==> config.mk <==
export PLATFORM = sky130hd
export DESIGN_NAME = alu_calc_ctrl_flat
export DESIGN_NICKNAME = d
export VERILOG_FILES = /design/src/rtl/alu_calc_ctrl_pkg.sv /design/src/rtl/alu_calc_ctrl_if.sv /design/src/rtl/alu_calc_ctrl_btn_oneshot.sv /design/src/rtl/alu_calc_ctrl.sv /design/src/flat_wrapper.sv
export SDC_FILE = /design/constraint.sdc
export NUM_CORES = 1
export LEC_CHECK = 0
export CORE_ASPECT_RATIO = 1.1
export CORE_MARGIN = 8
export CORE_UTILIZATION = 45
export CTS_CLUSTER_DIAMETER = 150
export DETAILED_ROUTE_END_ITERATION = 6
export PLACE_DENSITY = 0.69
export SLEW_MARGIN = 20
export SYNTH_ARGS = -nofsm -noshare
export SYNTH_HDL_FRONTEND = slang
export SYNTH_HIERARCHICAL = 1
export SYNTH_SLANG_ARGS = --single-unit
==> constraint.sdc <==
create_clock -name clk -period 3.7 [get_ports clk]
set_input_delay 0.925 -clock clk [delete_from_list [all_inputs] [get_ports clk]]
set_output_delay 0.925 -clock clk [all_outputs]
set_load 0.02 [all_outputs]
==> src/rtl/alu_calc_ctrl_pkg.sv <==
// Shared definitions for the calculator controller: ALU operation codes,
// switch encodings for op_sel and the controller state type.
package calc_pkg;

    localparam logic [3:0] ALUOP_AND = 4'b0000;
    localparam logic [3:0] ALUOP_OR  = 4'b0001;
    localparam logic [3:0] ALUOP_ADD = 4'b0010;
    localparam logic [3:0] ALUOP_SUB = 4'b0110;
    localparam logic [3:0] ALUOP_LT  = 4'b0111;
    localparam logic [3:0] ALUOP_SLL = 4'b1001;
    localparam logic [3:0] ALUOP_SRA = 4'b1010;
    localparam logic [3:0] ALUOP_XOR = 4'b1101;

    localparam logic [2:0] OPSEL_ADD = 3'b000;
    localparam logic [2:0] OPSEL_SUB = 3'b001;
    localparam logic [2:0] OPSEL_AND = 3'b010;
    localparam logic [2:0] OPSEL_OR  = 3'b011;
    localparam logic [2:0] OPSEL_XOR = 3'b100;
    localparam logic [2:0] OPSEL_LT  = 3'b101;
    localparam logic [2:0] OPSEL_SLL = 3'b110;
    localparam logic [2:0] OPSEL_SRA = 3'b111;

    typedef enum logic [0:0] {
        IDLE = 1'b0,
        EXEC = 1'b1
    } calc_state_e;

    // Only the eight defined ALU codes can come out of this translation.
    function automatic logic [3:0] map_alu_op(input logic [2:0] sel);
        logic [3:0] op_s;
        case (sel)
            OPSEL_ADD: op_s = ALUOP_ADD;
            OPSEL_SUB: op_s = ALUOP_SUB;
            OPSEL_AND: op_s = ALUOP_AND;
            OPSEL_OR:  op_s = ALUOP_OR;
            OPSEL_XOR: op_s = ALUOP_XOR;
            OPSEL_LT:  op_s = ALUOP_LT;
            OPSEL_SLL: op_s = ALUOP_SLL;
            OPSEL_SRA: op_s = ALUOP_SRA;
            default:   op_s = ALUOP_ADD;
        endcase
        return op_s;
    endfunction

endpackage

==> src/rtl/alu_calc_ctrl_if.sv <==
// Bus between the calculator controller (master) and the combinational ALU
// (slave): operands and opcode out, result and zero flag back.
interface alu_calc_ctrl_if;
    import calc_pkg::*;

    logic [3:0]  alu_op;
    logic [31:0] alu_op1;
    logic [31:0] alu_op2;
    logic [31:0] alu_result;
    logic        alu_zero;

    modport master (
        output alu_op,
        output alu_op1,
        output alu_op2,
        input  alu_result,
        input  alu_zero
    );

    modport slave (
        input  alu_op,
        input  alu_op1,
        input  alu_op2,
        output alu_result,
        output alu_zero
    );

endinterface

==> src/rtl/alu_calc_ctrl_btn_oneshot.sv <==
// Button conditioner: two-flop synchronizer followed by a registered
// rising-edge detector, so a held button produces a single one-cycle pulse.
module btn_oneshot (
    input  logic clk,
    input  logic rst,
    input  logic in,
    output logic pulse
);

    logic meta_r;
    logic sync_r;
    logic sync_d_r;
    logic pulse_r;

    // Synchronizer chain and edge-detect pulse register
    always_ff @(posedge clk) begin
        if (rst) begin
            meta_r   <= 1'b0;
            sync_r   <= 1'b0;
            sync_d_r <= 1'b0;
            pulse_r  <= 1'b0;
        end else begin
            meta_r   <= in;
            sync_r   <= meta_r;
            sync_d_r <= sync_r;
            pulse_r  <= sync_r & ~sync_d_r;
        end
    end

    assign pulse = pulse_r;

endmodule

==> src/rtl/alu_calc_ctrl.sv <==
// Calculator controller around a combinational ALU: conditioned buttons drive
// accumulator updates, clears and undos from a circular LIFO history.
module alu_calc_ctrl
    import calc_pkg::*;
#(
    parameter int OPERAND_W  = 16,
    parameter int HIST_DEPTH = 4
) (
    input  logic                              clk,
    input  logic                              rst,
    input  logic                              go,
    input  logic                              undo,
    input  logic                              clear,
    input  logic [2:0]                        op_sel,
    input  logic [OPERAND_W-1:0]              operand,
    alu_calc_ctrl_if.master                   alu_bus,
    output logic [31:0]                       accumulator,
    output logic                              acc_zero,
    output logic [$clog2(HIST_DEPTH+1)-1:0]   hist_count,
    output logic                              busy,
    output logic                              done
);

    localparam int CNT_W = $clog2(HIST_DEPTH + 1);
    localparam int PTR_W = $clog2(HIST_DEPTH);
    localparam logic [CNT_W-1:0] CNT_MAX = CNT_W'(HIST_DEPTH);
    localparam logic [CNT_W-1:0] CNT_ONE = CNT_W'(1);
    localparam logic [PTR_W-1:0] PTR_MAX = PTR_W'(HIST_DEPTH - 1);
    localparam logic [PTR_W-1:0] PTR_ONE = PTR_W'(1);

    logic go_pulse_s;
    logic undo_pulse_s;
    logic clear_pulse_s;

    calc_state_e state_r;
    calc_state_e state_nxt_s;

    logic clear_s;
    logic load_s;
    logic exec_s;
    logic pop_s;

    logic [31:0]      acc_r;
    logic             acc_zero_r;
    logic [3:0]       op_r;
    logic [31:0]      op2_r;
    logic [CNT_W-1:0] count_r;
    logic [PTR_W-1:0] top_r;
    logic [PTR_W-1:0] top_inc_s;
    logic [PTR_W-1:0] top_dec_s;
    logic             done_r;
    logic [31:0]      hist_mem_r [HIST_DEPTH];

    btn_oneshot u_go_os    (.clk(clk), .rst(rst), .in(go),    .pulse(go_pulse_s));
    btn_oneshot u_undo_os  (.clk(clk), .rst(rst), .in(undo),   .pulse(undo_pulse_s));
    btn_oneshot u_clear_os (.clk(clk), .rst(rst), .in(clear),  .pulse(clear_pulse_s));

    // top_r points at the next free slot; both directions wrap modulo HIST_DEPTH
    assign top_inc_s = (top_r == PTR_MAX) ? {PTR_W{1'b0}} : (top_r + PTR_ONE);
    assign top_dec_s = (top_r == {PTR_W{1'b0}}) ? PTR_MAX : (top_r - PTR_ONE);

    // Controller state register
    always_ff @(posedge clk) begin
        if (rst) begin
            state_r <= IDLE;
        end else begin
            state_r <= state_nxt_s;
        end
    end

    // Next-state and action strobes; clear beats go beats undo, EXEC ignores pulses
    always_comb begin
        state_nxt_s = state_r;
        clear_s     = 1'b0;
        load_s      = 1'b0;
        exec_s      = 1'b0;
        pop_s       = 1'b0;
        case (state_r)
            IDLE: begin
                if (clear_pulse_s) begin
                    clear_s = 1'b1;
                end else if (go_pulse_s) begin
                    load_s      = 1'b1;
                    state_nxt_s = EXEC;
                end else if (undo_pulse_s && (count_r != {CNT_W{1'b0}})) begin
                    pop_s = 1'b1;
                end else begin
                    state_nxt_s = IDLE;
                end
            end
            EXEC: begin
                exec_s      = 1'b1;
                state_nxt_s = IDLE;
            end
            default: begin
                state_nxt_s = IDLE;
            end
        endcase
    end

    // Accumulator, ALU operand latches, history bookkeeping and done pulse
    always_ff @(posedge clk) begin
        if (rst) begin
            acc_r      <= 32'd0;
            acc_zero_r <= 1'b1;
            op_r       <= 4'd0;
            op2_r      <= 32'd0;
            count_r    <= {CNT_W{1'b0}};
            top_r      <= {PTR_W{1'b0}};
            done_r     <= 1'b0;
        end else begin
            done_r <= clear_s | exec_s | pop_s;
            if (clear_s) begin
                acc_r      <= 32'd0;
                acc_zero_r <= 1'b1;
                count_r    <= {CNT_W{1'b0}};
                top_r      <= {PTR_W{1'b0}};
            end else if (load_s) begin
                op_r  <= map_alu_op(op_sel);
                op2_r <= 32'($signed(operand));
            end else if (exec_s) begin
                acc_r      <= alu_bus.alu_result;
                acc_zero_r <= alu_bus.alu_zero;
                top_r      <= top_inc_s;
                // A push into a full history overwrites the oldest slot
                if (count_r != CNT_MAX) begin
                    count_r <= count_r + CNT_ONE;
                end
            end else if (pop_s) begin
                acc_r      <= hist_mem_r[top_dec_s];
                acc_zero_r <= (hist_mem_r[top_dec_s] == 32'd0);
                top_r      <= top_dec_s;
                count_r    <= count_r - CNT_ONE;
            end
        end
    end

    // History storage; contents are only meaningful below count_r
    always_ff @(posedge clk) begin
        if (exec_s && !rst) begin
            hist_mem_r[top_r] <= acc_r;
        end
    end

    assign alu_bus.alu_op  = op_r;
    assign alu_bus.alu_op1 = acc_r;
    assign alu_bus.alu_op2 = op2_r;

    assign accumulator = acc_r;
    assign acc_zero    = acc_zero_r;
    assign hist_count  = count_r;
    assign busy        = (state_r == EXEC);
    assign done        = done_r;

endmodule

==> src/flat_wrapper.sv <==
// flat-port wrapper written by rule: the top's interface ports become plain ports
module alu_calc_ctrl_flat import calc_pkg::*;
#(
    parameter int OPERAND_W  = 16,
    parameter int HIST_DEPTH = 4
)
  (clk, rst, go, undo, clear, op_sel, operand, accumulator, acc_zero, hist_count, busy, done, alu_bus_alu_op, alu_bus_alu_op1, alu_bus_alu_op2, alu_bus_alu_result, alu_bus_alu_zero);
  alu_calc_ctrl_if alu_bus_i ();
  input  logic clk;
  input  logic rst;
  input  logic go;
  input  logic undo;
  input  logic clear;
  input  logic [2:0] op_sel;
  input  logic [OPERAND_W-1:0] operand;
  output logic [31:0] accumulator;
  output logic acc_zero;
  output logic [$clog2(HIST_DEPTH+1)-1:0] hist_count;
  output logic busy;
  output logic done;
  output wire logic [$bits(alu_bus_i.alu_op)-1:0] alu_bus_alu_op;
  output wire logic [$bits(alu_bus_i.alu_op1)-1:0] alu_bus_alu_op1;
  output wire logic [$bits(alu_bus_i.alu_op2)-1:0] alu_bus_alu_op2;
  input wire logic [$bits(alu_bus_i.alu_result)-1:0] alu_bus_alu_result;
  input wire logic [$bits(alu_bus_i.alu_zero)-1:0] alu_bus_alu_zero;
  assign alu_bus_alu_op = alu_bus_i.alu_op;
  assign alu_bus_alu_op1 = alu_bus_i.alu_op1;
  assign alu_bus_alu_op2 = alu_bus_i.alu_op2;
  assign alu_bus_i.alu_result = alu_bus_alu_result;
  assign alu_bus_i.alu_zero = alu_bus_alu_zero;
  alu_calc_ctrl #(.OPERAND_W(OPERAND_W), .HIST_DEPTH(HIST_DEPTH)) u_core (.clk(clk), .rst(rst), .go(go), .undo(undo), .clear(clear), .op_sel(op_sel), .operand(operand), .alu_bus(alu_bus_i), .accumulator(accumulator), .acc_zero(acc_zero), .hist_count(hist_count), .busy(busy), .done(done));
endmodule
==> flow_summary.toml, run 1 <==
[setup_path]
crit_path_end = "u_core/accumulator[6]$_SDFFE_PP0P_"
startpoint = "u_core/top_r[0]$_SDFFE_PP0P_"
max_stage_delay_ns = 0.62
reg2reg_from = "u_core/top_r[0]$_SDFFE_PP0P_"
arrival_ns = 3.17
worst_setup_path_start_kind = "flop"
path_max_fanout = 26
r2r-end = "u_core/accumulator[6]$_SDFFE_PP0P_"
critPathCaptureType = "flop"
rrSetupSlack_ns = 0.83
critical_path_required_ns = 4.00
r2r.worst_path.cells = 8
cp_cell_sequence = "inv_1, ha_1, nor2b_4, buf_12, mux4_1, mux2_2, nand2_1, a21oi_1"
critical_path_class = "flop to flop"
cp_slowest_cell = "mux4_1"

[timing]
hold_viol_final = 0
tns_ns = 0
clock.fmax_ghz = 0.348
slew_headroom_pct = 46.8
worst_slack_ns = 0.825
worst_pin_slew_ns = 0.795
period_needed_ns = 2.87
clock_skew_ns = 0.00841
rsz0062_at_grt = "false"
setup_violations = 0
slew_viol_final = 0
min_period_over_period_pct = 77.7

[yosys]
synth_edf_count = 128
synth_cells = 617
synth-async-reset-ratio_pct = 0
yosysSeqAreaShare_pct = 63.1
postSynthAreaPerCell_um2 = 13.6
yosysWarnings = 6
synth-seq-cells = 200
synth_ff_type = "edfxtp_1"
synth_nets = 679
synth_area_mm2 = 0.00837
synth.distinct_cells = 44

[die]
start_util_pct = 45.6
dieHeight_um = 159
die-width_um = 146
dieArea_mm2 = 0.0232
rows = 52
core_mm2 = 0.0183
ioPinCount = 163

[global_route]
track_usage_pct = 16.9
antenna_found_initial = 0
grt_pass1_vias = 5696
grt_max_degree = 49
grt_pass1_wl_um = 30900
grt-ovfl-total = 0

[power_and_ir_drop]
power-per-cell-area_mw_per_mm2 = 416
p_leak_uw = 0.00343
vdd_drop_max_mv = 0.334
finalPower_uw = 4370

[cells_and_area]
drive_above_1_share_pct = 14.6
post-route-util_pct = 57.2
antenna_cells = 0
fillers = 1491
syn2layout_area_growth_pct = 25.4
fin_nets = 797

[job]
cap_violations = 0

[clock_tree]
clockRootBuffer = "clkbuf_16"
ctsHtreeMaxLevel = 4
clock_sinks = 200
cts_buffers = 17
tritoncts = "built"
cts.clk_slew.worst_paths_ns = 0.07
post_cts_resize_count = 0
cts_buffer_depth = 2
postCtsSetupBuffers = 0
clk_latency_ns = 0.43
cts_hold_buf = 0

[min_path]
holdCritPathClass = "flop to flop"

[placement]
gp_congestion = 0.833
hpwl_um = 13300
port_buffers = 162
place_ws_ns = 0.882

[routing]
dr.pass1.iters = 5
drt_wl_total_um = 19600
drc_errors = 0
post_drt_wl_per_cell_um = 19.8
drtIter0Drc = 296
viasPerCell = 5.40
vias = 5354
drtAntennaViolNets = 0

[status]
status = "finished clean"
[report_power, final]
group / internal (uW) / total (uW) / switching (uW)
clock: 941 / 1770 / 828
combinational: 116 / 211 / 95.3
sequential: 2370 / 2390 / 18.3
[per-layer routing]
metal | part of all wire, % | wire, um | GRT usage [%]
met5 | 0 | 0 | 0
met4 | 1.6 | 318 | 5.34
met3 | 10 | 1960 | 6.96
met2 | 48 | 9510 | 28.0
met1 | 40 | 7830 | 19.6
[synth_stat cells, types with 6 or more instances]
cell type | n | area [um2]
edfxtp_1 | 128 | 3840
nand2_1 | 104 | 390
dfxtp_1 | 72 | 1440
a21oi_1 | 56 | 280
buf_4 | 50 | 375
mux2_2 | 32 | 360
clkbuf_1 | 24 | 90.1
nor2_1 | 20 | 75.1
mux4_2 | 19 | 428
nor4_1 | 16 | 100
mux4_1 | 14 | 368
nor2b_1 | 9 | 56.3
nor3_1 | 9 | 45.0
nand3_1 | 6 | 30.0
[worst max-delay path: cells and delay by family (launching register included)]
family / cells / cell delay (ns)
mux: 2 / 0.90
compound gates: 1 / 0.08
flops: 1 / 0.49
buf+inv: 2 / 0.43
simple gates: 2 / 0.52
fa+ha+maj: 1 / 0.30
[worst min-delay path by stage]
stage	slack [ns]	start	depth (start not counted)	end
3_5_place_dp	0.40	u_core/u_clear_os/sync_d_r$_SDFF_PP0_	1	u_core/u_clear_os/pulse$_SDFF_PP0_
4_1_cts	0.41	u_core/u_undo_os/sync_d_r$_SDFF_PP0_	1	u_core/u_undo_os/pulse$_SDFF_PP0_
6_report	0.41	u_core/u_undo_os/sync_d_r$_SDFF_PP0_	1	u_core/u_undo_os/pulse$_SDFF_PP0_
3_3_place_gp	0.40	u_core/u_clear_os/sync_d_r$_SDFF_PP0_	1	u_core/u_clear_os/pulse$_SDFF_PP0_
2_1_floorplan	0.39	u_core/u_clear_os/sync_d_r$_SDFF_PP0_	1	u_core/u_clear_os/pulse$_SDFF_PP0_
5_1_grt	0.42	u_core/u_go_os/sync_d_r$_SDFF_PP0_	1	u_core/u_go_os/pulse$_SDFF_PP0_
[cell usage in the layout, fill, tap and decap left out, drive strengths merged, types with 2 or more instances in the layout]
| cell | n |
|---|---|
| nor4 | 16 |
| nand3 | 6 |
| or3 | 3 |
| nand2 | 104 |
| clkbuf | 17 |
| xor2 | 3 |
| a211oi | 4 |
| nor3 | 9 |
| and2 | 3 |
| ha | 4 |
| edfxtp | 128 |
| o21ai | 4 |
| dfxtp | 72 |
| buf | 18 |
| nor2b | 10 |
| nor2 | 20 |
| nor3b | 6 |
| nand4b | 3 |
| mux4 | 33 |
| nor4b | 2 |
| nand2b | 2 |
| mux2 | 32 |
| clkdlybuf4s50 | 162 |
| nand4 | 3 |
| clkinv | 4 |
| clkinvlp | 5 |
| a21oi | 56 |
| inv | 9 |
[cell type report]
type | instances | area [um2] | area share, %
sequential | 200 | 5290 | 50.3
multi-input combinational | 332 | 2560 | 24.4
timing repair buffer | 180 | 1770 | 16.8
clock buffer | 17 | 425 | 4.05
tap | 243 | 304 | 2.90
clock inverter | 15 | 140 | 1.33
inverter | 4 | 15.0 | 0.143
[kinds of logic (layout without fill, tap and decap cells)]
| family | after synthesis | count (layout) | synth area share [%] |
|---|---|---|---|
| compound gates | 70 | 70 | 4.60 |
| buf+inv | 85 | 216 | 6.47 |
| xor+xnor | 3 | 3 | 0.314 |
| flops | 200 | 200 | 63.1 |
| fa+ha+maj | 5 | 5 | 0.837 |
| simple gates | 188 | 188 | 10.7 |
| mux | 66 | 66 | 13.9 |
[registers in the layout (all words and copies together) (netlist names)]
register                    flops
u_core/busy                     1
u_core/u_clear_os/pulse         1
u_core/u_clear_os/meta_r        1
u_core/u_undo_os/sync_d_r       1
u_core/u_undo_os/pulse          1
u_core/acc_zero                 1
u_core/u_go_os/sync_r           1
u_core/done                     1
u_core/u_go_os/sync_d_r         1
u_core/alu_bus.alu_op2         16
u_core/u_go_os/meta_r           1
u_core/u_clear_os/sync_r        1
u_core/hist_mem_r             128
u_core/top_r                    2
u_core/accumulator             32
u_core/u_go_os/pulse            1
u_core/u_clear_os/sync_d_r      1
u_core/alu_bus.alu_op           4
u_core/hist_count               3
u_core/u_undo_os/sync_r         1
u_core/u_undo_os/meta_r         1
[per-stage QoR]
stage          hold slack (ns)  std cells  cell area (um2)
4_1_cts                  0.413        991            10500
6_report                 0.414        991            10500
3_5_place_dp             0.398        959             9940
3_3_place_gp             0.397        959             9940
2_1_floorplan            0.387        617             8370
5_1_grt                  0.419        991            10500
Note: power is estimated with default switching activity, not from simulation.
==> inputs of run 2 (changes only) <==
==> constraint.sdc (replaced) <==
create_clock -name clk -period 2.8 [get_ports clk]
set_input_delay 0.7 -clock clk [delete_from_list [all_inputs] [get_ports clk]]
set_output_delay 0.7 -clock clk [all_outputs]
set_load 0.02 [all_outputs]
==> run 2 against run 1 <==
  * Largest power group unchanged
  * Design area up 0.58%
  * Total power up 35%
  * Worst hold slack better by 0.0055 ns
  * Maximum frequency up 12%
  * Clock skew up 0.0033 ns
==> flow_summary.toml, run 2 (same netlist as run 1, synthesis figures left out) <==
[status]
status = "finished clean"

[die]
rows = 52
dieArea_mm2 = 0.0232
die-width_um = 146
start_util_pct = 45.6
core_mm2 = 0.0183
dieHeight_um = 159
ioPinCount = 163

[placement]
port_buffers = 162
dp.cells = 965
gp_congestion = 0.788
hpwl_um = 13300
placed_area_mm2 = 0.00997

[global_route]
grt_max_degree = 48
grt_pass1_wl_um = 30700
antenna_found_initial = 0
track_usage_pct = 16.6
grt-ovfl-total = 0
grt_pass1_vias = 5596

[power_and_ir_drop]
p_clk_share_pct = 41.5
p_sw_share_pct = 21.3
vdd_drop_max_mv = 0.426
switchingPower_uw = 1250
power_frac_seq_pct = 53.7
power-per-cell-area_mw_per_mm2 = 556
finalPower_uw = 5880
power.internal_uw = 4630
p_leak_uw = 0.00347
p_comb_share_pct = 4.8

[job]
cap_violations = 0

[timing]
slew_viol_final = 0
slew_headroom_pct = 48.1
min_period_over_period_pct = 91.5
clock_skew_ns = 0.0117
worst_pin_slew_ns = 0.777
period_needed_ns = 2.56
rsz0062_at_grt = "false"
tns_ns = 0
clock.fmax_ghz = 0.390
hold_viol_final = 0
setup_violations = 0

[setup_path]
cp_slowest_cell = "mux4_1"
path_max_fanout = 10
critical_path_class = "flop to flop"
worst_setup_path_start_kind = "flop"
critical_path_required_ns = 3.16
r2r-end = "u_core/acc_zero$_SDFFE_PP1P_"
arrival_ns = 2.92
r2r.worst_path.cells = 8
rrSetupSlack_ns = 0.24
max_stage_delay_ns = 0.59
reg2reg_from = "u_core/top_r[0]$_SDFFE_PP0P_"
critPathCaptureType = "flop"
cp_cell_sequence = "inv_1, ha_1, nor2b_4, buf_4, mux4_1, nor3_1, o2111ai_1, o21ai_1"

[clock_tree]
clockRootBuffer = "clkbuf_16"
clock_sinks = 200
ctsHtreeMaxLevel = 4
postCtsSetupBuffers = 0
tritoncts = "built"
cts_buffers = 17
cts.clk_slew.worst_paths_ns = 0.07
cts_buffer_depth = 2
clk_latency_ns = 0.42
cts_hold_buf = 0
post_cts_resize_count = 0

[cells_and_area]
drive_above_1_share_pct = 15.3
fillers = 1479
largest-register = "u_core/hist_mem_r"
final_cell_mix = "clkdlybuf4s50_1, edfxtp_1, nand2_1"
largest_reg_flops = 128
syn2layout_area_growth_pct = 26.2
final_area_mm2 = 0.0106
instances_no_fill = 997
antenna_cells = 0
fin_nets = 803
layout_commonest_cell = "clkdlybuf4s50_1"

[min_path]
hold_end = "u_core/u_go_os/pulse$_SDFF_PP0_"
holdCritPathClass = "flop to flop"
whs_path_depth = 1
min_from = "u_core/u_go_os/sync_d_r$_SDFF_PP0_"

[routing]
post_drt_wl_per_cell_um = 19.3
drtAntennaViolNets = 0
viasPerCell = 5.25
drt_wl_total_um = 19200
drc_errors = 0
dr.pass1.iters = 4
drtIter0Drc = 346
vias = 5236
-- run 2: cell types whose count changed in the layout (fill, tap and decap cells not counted) --
cell	delta
clkinvlp_2	-1
clkinv_4	+2
clkinv_2	-1
clkinv_1	-1
inv_6	-1
clkbuf_1	+1
bufinv_16	+1
buf_4	+7
buf_12	-1
-- run 2: layer usage --
| metal | part of all wire [%] | wire [um] | vias to the layer above | global-route usage [%] |
|---|---|---|---|---|
| met4 | 0.69 | 132 | 0 | 3.98 |
| met3 | 9.0 | 1740 | 12 | 6.34 |
| met1 | 41 | 7930 | 2548 | 20.1 |
| li1 | - | - | 2475 | - |
| met5 | 0 | 0 | - | 0 |
| met2 | 49 | 9440 | 201 | 27.6 |
-- run 2: worst max-delay path by stage --
stage                                       from  slack (ns)  cells past startpoint                                   to
finish              u_core/top_r[0]$_SDFFE_PP0P_        0.24                      8         u_core/acc_zero$_SDFFE_PP1P_
global route        u_core/top_r[0]$_SDFFE_PP0P_        0.06                      8         u_core/acc_zero$_SDFFE_PP1P_
global placement    u_core/top_r[0]$_SDFFE_PP0P_        0.38                      8  u_core/accumulator[21]$_SDFFE_PP0P_
floorplan                 u_core/busy$_SDFF_PP0_        0.39                      4    u_core/hist_mem_r[3][0]$_DFFE_PP_
detailed placement  u_core/top_r[0]$_SDFFE_PP0P_        0.26                      8         u_core/acc_zero$_SDFFE_PP1P_
CTS                 u_core/top_r[0]$_SDFFE_PP0P_        0.24                      8         u_core/acc_zero$_SDFFE_PP1P_
-- run 2: critical path, delay by kind of cell, from the launching register on --
kind,cells,cell delay [ns]
AOI/OAI and AO/OA,2,0.26
adders and majority gates,1,0.29
buffers and inverters,2,0.39
DFF,1,0.47
muxes,1,0.59
and+or+nand+nor,2,0.48
-- run 2: power by group through the flow --
| stage | sequential [uW] | combinational, uW | clock [uW] |
|---|---|---|---|
| 2_1_floorplan | 3230 | 113 | 0 |
| 3_3_place_gp | 3220 | 280 | 0 |
| 3_5_place_dp | 3220 | 283 | 0 |
| 4_1_cts | 3150 | 284 | 2490 |
| 5_1_grt | 3160 | 302 | 2620 |
| 6_report | 3150 | 281 | 2440 |
-- run 2: per-stage QoR --
step | hold slack (ns) | worst slack [ns] | util [%]
after floorplan | 0.387 | 0.394 | -
after CTS | 0.423 | 0.238 | 57.6
after global routing | 0.434 | 0.0599 | 57.6
final | 0.420 | 0.239 | 57.6
after detailed placement | 0.398 | 0.258 | 54.3
after global placement | 0.399 | 0.377 | 54.3
-- run 2: final cells by class --
type	count	area [um2]	area share [%]
sequential	200	5290	50.0
multi-input combinational	332	2560	24.2
timing repair buffer	186	1800	17.1
clock buffer	18	429	4.06
tap	243	304	2.88
clock inverter	14	165	1.56
inverter	4	15.0	0.142
